$ cat config.mk
export PLATFORM = sky130hd
export DESIGN_NAME = reg_pipe
export DESIGN_NICKNAME = d
export VERILOG_FILES = /design/src/rtl/reg_pipe_pkg.sv /design/src/rtl/reg_pipe_stage.sv /design/src/rtl/reg_pipe.sv
export SDC_FILE = /design/constraint.sdc
export NUM_CORES = 1
export LEC_CHECK = 0
export CAP_MARGIN = 20
export CORE_MARGIN = 2
export CORE_UTILIZATION = 25
export CTS_CLUSTER_SIZE = 16
export DETAILED_ROUTE_END_ITERATION = 10
export SETUP_SLACK_MARGIN = 0.05
export SLEW_MARGIN = 5
export SYNTH_ARGS = -nofsm -noshare
export SYNTH_HDL_FRONTEND = slang
export SYNTH_HIERARCHICAL = 1
export SYNTH_SLANG_ARGS = --single-unit
$ cat constraint.sdc
create_clock -name clk -period 2.7 [get_ports clk]
set_clock_uncertainty 0.1 [all_clocks]
set_input_delay 0.27 -clock clk [delete_from_list [all_inputs] [get_ports clk]]
set_output_delay 0.27 -clock clk [all_outputs]
set_load 0.05 [all_outputs]
$ cat src/rtl/reg_pipe_pkg.sv
// reg_pipe_pkg: default sizing and helper functions for the elastic register pipeline.
package reg_pipe_pkg;

   localparam int DEFAULT_WIDTH = 8;
   localparam int DEFAULT_DEPTH = 3;

   // Width of the occupancy count; at least one bit even for a single stage.
   function automatic int occ_width(input int depth);
      int w;
      w = $clog2(depth + 1);
      return (w < 1) ? 1 : w;
   endfunction

endpackage

$ cat src/rtl/reg_pipe_stage.sv
// reg_pipe_stage: one valid+data register of the elastic pipeline.
// clear drops the valid bit without touching data; data changes only on load.
module reg_pipe_stage
   import reg_pipe_pkg::*;
#(
   parameter int               WIDTH     = DEFAULT_WIDTH,
   parameter logic [WIDTH-1:0] RESET_VAL = '0
) (
   input  logic             clk,
   input  logic             rst,
   input  logic             clear,
   input  logic             load,
   input  logic             vin,
   input  logic [WIDTH-1:0] din,
   output logic             vout,
   output logic [WIDTH-1:0] dout
);

   // Reset wins over clear, clear wins over load.
   always_ff @(posedge clk) begin
      if (rst) begin
         vout <= 1'b0;
         dout <= RESET_VAL;
      end else if (clear) begin
         vout <= 1'b0;
      end else if (load) begin
         vout <= vin;
         dout <= din;
      end
   end

endmodule

$ cat src/rtl/reg_pipe.sv
// reg_pipe: DEPTH-stage elastic register pipeline with valid/ready handshake,
// bubble collapsing and synchronous flush.
// Optional feature macro: REG_PIPE_OCC_EN adds the occ (occupied-stage count) port.
module reg_pipe
   import reg_pipe_pkg::*;
#(
   parameter int               WIDTH     = DEFAULT_WIDTH,
   parameter int               DEPTH     = DEFAULT_DEPTH,
   parameter logic [WIDTH-1:0] RESET_VAL = '0
) (
   input  logic                        clk,
   input  logic                        rst,
   input  logic                        flush,
   input  logic                        in_valid,
   output logic                        in_ready,
   input  logic [WIDTH-1:0]            din,
   output logic                        out_valid,
   input  logic                        out_ready,
   output logic [WIDTH-1:0]            dout
`ifdef REG_PIPE_OCC_EN
   ,
   output logic [occ_width(DEPTH)-1:0] occ
`endif
);

   logic [DEPTH-1:0] v;
   logic [DEPTH-1:0] rdy;
   logic [WIDTH-1:0] d [DEPTH];

   // Ready ripples from the output back to the input; an empty stage is always ready.
   always_comb begin
      rdy[DEPTH-1] = !v[DEPTH-1] || out_ready;
      for (int k = DEPTH - 2; k >= 0; k--) begin
         rdy[k] = !v[k] || rdy[k+1];
      end
   end

   assign in_ready  = rdy[0] && !flush;
   assign out_valid = v[DEPTH-1];
   assign dout      = d[DEPTH-1];

   for (genvar k = 0; k < DEPTH; k++) begin : g_stage
      logic             stage_vin;
      logic [WIDTH-1:0] stage_din;

      if (k == 0) begin : g_head
         assign stage_vin = in_valid && in_ready;
         assign stage_din = din;
      end else begin : g_body
         assign stage_vin = v[k-1];
         assign stage_din = d[k-1];
      end

      reg_pipe_stage #(
         .WIDTH     (WIDTH),
         .RESET_VAL (RESET_VAL)
      ) u_stage (
         .clk   (clk),
         .rst   (rst),
         .clear (flush),
         .load  (rdy[k]),
         .vin   (stage_vin),
         .din   (stage_din),
         .vout  (v[k]),
         .dout  (d[k])
      );
   end

`ifdef REG_PIPE_OCC_EN
   localparam int OCC_W = occ_width(DEPTH);

   // Popcount of the stage valids; exact every cycle since it reads the registers directly.
   always_comb begin
      occ = '0;
      for (int k = 0; k < DEPTH; k++) begin
         occ = occ + OCC_W'(v[k]);
      end
   end
`endif

endmodule
==> flow_metrics.py, run 1 <==
metrics = {
    "finish": {
        "final_area_mm2": 0.00163,
        "finalNetCount": 157,
        "drive_gt1_frac": 0.119,
        "antenna_cells": 0,
        "finalNonFillerCells": 213,
        "area_growth_pct": 23.6,
    },
    "die": {
        "die_w_um": 76.5,
        "rows": 26,
        "core-area_mm2": 0.00511,
        "die_h_um": 76.5,
        "io_pins": 23,
        "dieArea_mm2": 0.00586,
        "start_util": 0.257,
    },
    "synth": {
        "ys_types": 16,
        "ys_ff_latch": 27,
        "ys_seq_area_frac": 0.411,
        "netlist_instances": 121,
        "syn_nets": 134,
        "syn_area_mm2": 0.00132,
        "syn_avg_cell_area_um2": 10.9,
        "synth-warning-count": 6,
    },
    "clocking": {
        "cts_resized": 0,
        "clk_latency_ps": 270,
        "h-tree-depth": 1,
        "cts_sinks": 27,
        "cts-hold-fix-buffers": 0,
        "cts_tree": "built",
        "cts_made_buffers": 3,
        "post_cts_buffers": 0,
        "cts.clk_slew.worst_paths_ps": 80,
        "clockRootBuffer": "clkbuf_8",
        "cts_buffer_depth": 2,
    },
    "sta": {
        "final-hold-violation-count": 0,
        "min_period_over_period": 0.677,
        "setup_tns_ps": 0,
        "worstMarginPinSlew_ps": 530,
        "final_max_slew_viol_count": 0,
        "slew-limit-headroom": 0.646,
        "rsz0062_at_grt": "false",
        "fin_crit_ps": 1830,
        "finalSetupViolCount": 0,
        "max_freq_mhz": 547,
    },
    "worst_setup_path": {
        "worst-setup-path-type": "reg -> out",
        "cp_data_required_time_ps": 2330,
        "startpoint_type": "flop",
        "r2r.worst_path.cells": 4,
        "cp_data_arrival_time_ps": 1460,
        "critPathTopFamily": "buffers and inverters",
        "cp_num_buf_inv": 1,
        "cp-end-kind": "output port",
        "cp_cell_sequence": "clkdlybuf4s50_1",
        "crit_cells": 1,
        "slowest_stage": "clkdlybuf4s50_1",
        "crit_path_max_incr_delay_ps": 810,
        "worstPathMaxFanout": 2,
    },
    "placement": {
        "place.gp.congestion": 0.717,
        "hpwlAfterDp_um": 1650,
        "io_buffers": 22,
        "dp_cells": 209,
        "dpl-instance-area_mm2": 0.00158,
    },
    "global_routing": {
        "grt_use_total": 0.0845,
        "grt_pass1_wl_um": 4020,
        "grt_pass1_vias": 909,
        "antenna_found_initial": 0,
        "grt_start_max_net_pins": 52,
        "overflow": 0,
    },
    "routing": {
        "avgRoutedWirePerCell_um": 11.1,
        "ant_nets": 0,
        "dr.pass1.iters": 4,
        "viasPerCell": 4.30,
        "drt_wl_total_um": 2360,
        "drtIter0Drc": 23,
        "vias": 915,
        "drcViolationCount": 0,
    },
    "outcome": {
        "status": "complete, no violations",
    },
    "min_path": {
        "min_delay_path_depth": 2,
        "holdCritPathClass": "reg -> reg",
    },
    "power": {
        "vdd_drop_max_uv": 163,
        "power_w": 0.000737,
        "p_per_area_mw_per_mm2": 453,
        "total_leakage_power_nw": 0.562,
    },
    "run": {
        "cap_violations": 0,
    },
}
metrics by stage:
step                      hold slack (ps)  setup WS [ps]   util
final                                 364            873  0.318
after global routing                  387            810  0.318
after CTS                             370            852  0.318
after detailed placement              355            833  0.309
after global placement                353            868  0.309
after floorplan                       248            914      -
logic make-up (layout without fill, tap and decap cells):
logic type	count (synthesis)	after routing	share of synthesized area
and+or+nand+nor	59	59	0.409
muxes	3	3	0.0228
buffers and inverters	8	30	0.0571
AOI/OAI and AO/OA	24	24	0.0999
DFF	27	27	0.411
synthesized netlist by cell type:
cell	n	area (um2)
nand4bb_1	24	270
nor3b_2	1	12.5
nand2_1	1	3.75
nor2b_4	3	41.3
nor2_1	1	3.75
dfxtp_1	27	541
nor3_1	3	15.0
and2b_2	1	8.76
buf_6	6	67.6
o21ai_2	3	26.3
mux2i_1	3	30.0
inv_1	2	7.51
o21ai_1	21	105
and4b_1	1	10.0
nand2b_1	21	131
nand2b_4	3	41.3
cell usage in the layout (no fill, tap or decap):
master            n
and2b_2           1
and4b_1           1
buf_12            1
buf_4             2
clkbuf_1          1
clkbuf_8          3
clkdlybuf4s50_1  21
dfxtp_1          27
inv_1             2
mux2i_1           3
nand2_1           1
nand2b_1         21
nand2b_4          3
nand4bb_1        24
nor2_1            1
nor2b_4           3
nor3_1            3
nor3b_2           1
o21ai_1          21
o21ai_2           3
flip-flops by register name, summed over array words and instances (netlist names):
register              cells
g_stage.u_stage/vout      3
g_stage.u_stage/dout     24
power breakdown:
group | internal (W) | total, W | switching (W)
Combinational | 0.0000532 | 0.0000947 | 0.0000416
Sequential | 0.000411 | 0.000419 | 0.00000795
Clock | 0.000106 | 0.000223 | 0.000117
Total | 0.000570 | 0.000737 | 0.000167
layer usage:
metal,vias to the layer above,GRT usage,part of all wire
met2,24,0.130,0.43
met1,399,0.111,0.51
met3,4,0.0213,0.040
li1,488,-,-
met5,-,0,0
met4,0,0.0382,0.017
cell type report:
cell class | instances | area [um2]
Clock buffer | 4 | 45.0
Fill cell | 531 | 3480
Inverter | 2 | 7.51
Multi-Input combinational cell | 86 | 699
Sequential cell | 27 | 541
Tap cell | 70 | 87.6
Timing Repair Buffer | 24 | 245
final timing paths:
| path | end | slack [ps] | from |
|---|---|---|---|
| worst max-delay path | dout[5] | 870 | g_stage[2].u_stage/dout[5] |
| worst min-delay path | g_stage[2].u_stage/dout[1] | 360 | g_stage[2].u_stage/dout[1] |
| worst max register to register | g_stage[0].u_stage/dout[6] | 1240 | g_stage[1].u_stage/vout |
| worst min register to register | g_stage[2].u_stage/dout[1] | 360 | g_stage[2].u_stage/dout[1] |
(Power assumes the default switching activity.)
==> run 2: changes to the inputs <==
==> constraint.sdc (replaced) <==
create_clock -name clk -period 1.8 [get_ports clk]
set_clock_uncertainty 0.1 [all_clocks]
set_input_delay 0.18 -clock clk [delete_from_list [all_inputs] [get_ports clk]]
set_output_delay 0.18 -clock clk [all_outputs]
set_load 0.05 [all_outputs]
==> run 2 against run 1 <==
Net effect:
- clock-buffer cell count shrank 1
- power grew 53%
- sequential share of layout area shrank 1.0 points
- worst hold slack gained 5.3 ps
- non-clock buffer count grew 3
- combinational power grew 56%
- via count shrank 2.4%
- critical path depth is the same
- cell area grew 3.2%
- sequential cell count is the same
==> flow_metrics.py, run 2 (synthesis gave the netlist of run 1 again) <==
metrics = {
    "outcome": {
        "status": "complete, no violations",
    },
    "routing": {
        "drcViolationCount": 0,
        "m1WireLength_um": 1230,
        "wl_met2_um": 992,
        "dr.pass1.iters": 4,
        "top_layer_used": "met4",
        "drtIter0Drc": 27,
        "avgRoutedWirePerCell_um": 10.7,
        "vias": 893,
        "route.met3.wl_um": 89,
        "drt_wl_total_um": 2320,
        "viasPerCell": 4.13,
        "ant_nets": 0,
    },
    "worst_setup_path": {
        "cp-end-kind": "output port",
        "crit_start": "g_stage[2].u_stage/dout[7]",
        "r2r_slack_ps": 480,
        "r2r-start": "g_stage[1].u_stage/vout",
        "cp_cell_sequence": "clkdlybuf4s50_1",
        "startpoint_type": "flop",
        "slowest_stage": "clkdlybuf4s50_1",
        "cp_num_buf_inv": 1,
        "worstPathMaxFanout": 2,
        "cp_data_arrival_time_ps": 1420,
        "cp_data_required_time_ps": 1520,
        "worst-setup-path-type": "reg -> out",
        "critPathTopFamily": "buffers and inverters",
        "crit_path_max_incr_delay_ps": 800,
    },
    "placement": {
        "place.gp.congestion": 0.715,
        "io_buffers": 22,
        "hpwlAfterDp_um": 1630,
    },
    "finish": {
        "area_growth_pct": 27.5,
        "drive_gt1_frac": 0.158,
        "largest_reg_flops": 24,
        "fill_cells": 549,
        "final_common_cell": "dfxtp_1",
        "postLayoutCoreUtil": 0.328,
        "antenna_cells": 0,
        "final_cell_mix": "dfxtp_1 (27), nand4bb_1 (24), nand2b_1 (21), o21ai_1 (21), clkdlybuf4s50_1 (17)",
        "top_register": "g_stage.u_stage/dout",
        "largestRegisters": "g_stage.u_stage/dout x24, g_stage.u_stage/vout x3",
        "finalNetCount": 160,
    },
    "clocking": {
        "cts_buffer_depth": 2,
        "cts.clk_slew.worst_paths_ps": 90,
        "clockRootBuffer": "clkbuf_8",
        "cts_tree": "built",
        "clk_latency_ps": 270,
        "cts-hold-fix-buffers": 0,
        "cts_sinks": 27,
        "cts_made_buffers": 3,
        "h-tree-depth": 1,
    },
    "global_routing": {
        "grt_pass1_vias": 905,
        "grt_start_max_net_pins": 52,
        "antenna_found_initial": 0,
        "grt_pass1_wl_um": 4090,
        "grt_use_total": 0.0850,
        "overflow": 0,
    },
    "die": {
        "start_util": 0.257,
        "rows": 26,
        "die_h_um": 76.5,
        "io_pins": 23,
        "dieArea_mm2": 0.00586,
        "core-area_mm2": 0.00511,
        "die_w_um": 76.5,
    },
    "sta": {
        "setup_tns_ps": 0,
        "final-hold-violation-count": 0,
        "worstMarginPinSlew_ps": 498,
        "fin_crit_ps": 1700,
        "rsz0062_at_grt": "false",
        "min_period_over_period": 0.945,
        "final_max_slew_viol_count": 0,
        "finalSetupViolCount": 0,
        "max_freq_mhz": 588,
        "slew-limit-headroom": 0.667,
    },
    "power": {
        "p_per_area_mw_per_mm2": 672,
        "p_int_w": 0.000860,
        "power_frac_clock": 0.310,
        "p_comb_frac": 0.131,
        "vdd_drop_max_uv": 276,
        "p_switching_w": 0.000267,
        "total_leakage_power_nw": 0.623,
        "seqPwrFrac": 0.558,
        "sw_frac_of_total": 0.237,
    },
    "min_path": {
        "holdCritPathClass": "reg -> reg",
        "hold_start": "g_stage[0].u_stage/dout[6]",
    },
    "run": {
        "cap_violations": 0,
    },
}
run 2: worst register-to-register path, stage by stage (launching register included):
cell       delay [ps]
dfxtp_1           380
and4b_1           280
inv_1             100
buf_4             170
nand4bb_1         100
o21ai_1            70
run 2: area by class of cell:
| cell class | count | area, um2 | share of cell area |
|---|---|---|---|
| clock inverters | 1 | 7.51 | 0.00448 |
| multi-input cells | 86 | 699 | 0.417 |
| well taps | 70 | 87.6 | 0.0522 |
| repair buffers | 27 | 293 | 0.175 |
| flip-flops and latches | 27 | 541 | 0.322 |
| inverters | 2 | 7.51 | 0.00448 |
| clock buffers | 3 | 41.3 | 0.0246 |
run 2: stage by stage:
step                total power (W)  area [um2]  hold WS (ps)  std cells  setup slack [ps]
finish                      0.00113        1680           369        216              98.5
global route                0.00118        1680           384        216              52.0
CTS                         0.00114        1670           373        216              88.6
detailed placement         0.000793        1620           357        212               214
global placement           0.000789        1620           354        212               246
floorplan                  0.000727        1320           158        121               104
run 2: what timing repair did:
item | in CTS | in global routing
endpoints found under the setup margin | 0 | 2
resized for setup | 0 | 2
endpoints found under the hold margin | 0 | 0
buffers inserted | 0 | 0
run 2: path summary, 6_finish.rpt:
kind / endpoint / depth (start not counted)
worst max register to register: g_stage[0].u_stage/dout[7] / 5
worst max-delay path: dout[7] / 1
worst min-delay path: g_stage[0].u_stage/dout[6] / 2
worst min register to register: g_stage[0].u_stage/dout[6] / 2
run 2: routing by layer:
layer  vias to the layer above  global-route usage
li1                        486                   -
met1                       387               0.110
met5                         -                   0
met4                         0              0.0327
met3                         2              0.0237
met2                        18               0.134
run 2: power by group through the flow:
stage	registers, W	clock network (W)	logic [W]
global placement	0.000643	0	0.000147
floorplan	0.000650	0	0.0000765
global route	0.000632	0.000388	0.000160
CTS	0.000630	0.000359	0.000150
detailed placement	0.000644	0	0.000149
finish	0.000629	0.000349	0.000148
==> run 3: changes to the inputs <==
--- a/config.mk
+++ b/config.mk
@@ -11,7 +11,6 @@
 export CTS_CLUSTER_SIZE = 16
 export DETAILED_ROUTE_END_ITERATION = 10
 export SETUP_SLACK_MARGIN = 0.05
-export SLEW_MARGIN = 5
 export SYNTH_ARGS = -nofsm -noshare
 export SYNTH_HDL_FRONTEND = slang
 export SYNTH_HIERARCHICAL = 1
==> results of run 3 <==
No change in the layout: final DEF, timing and power equal those of run 2.
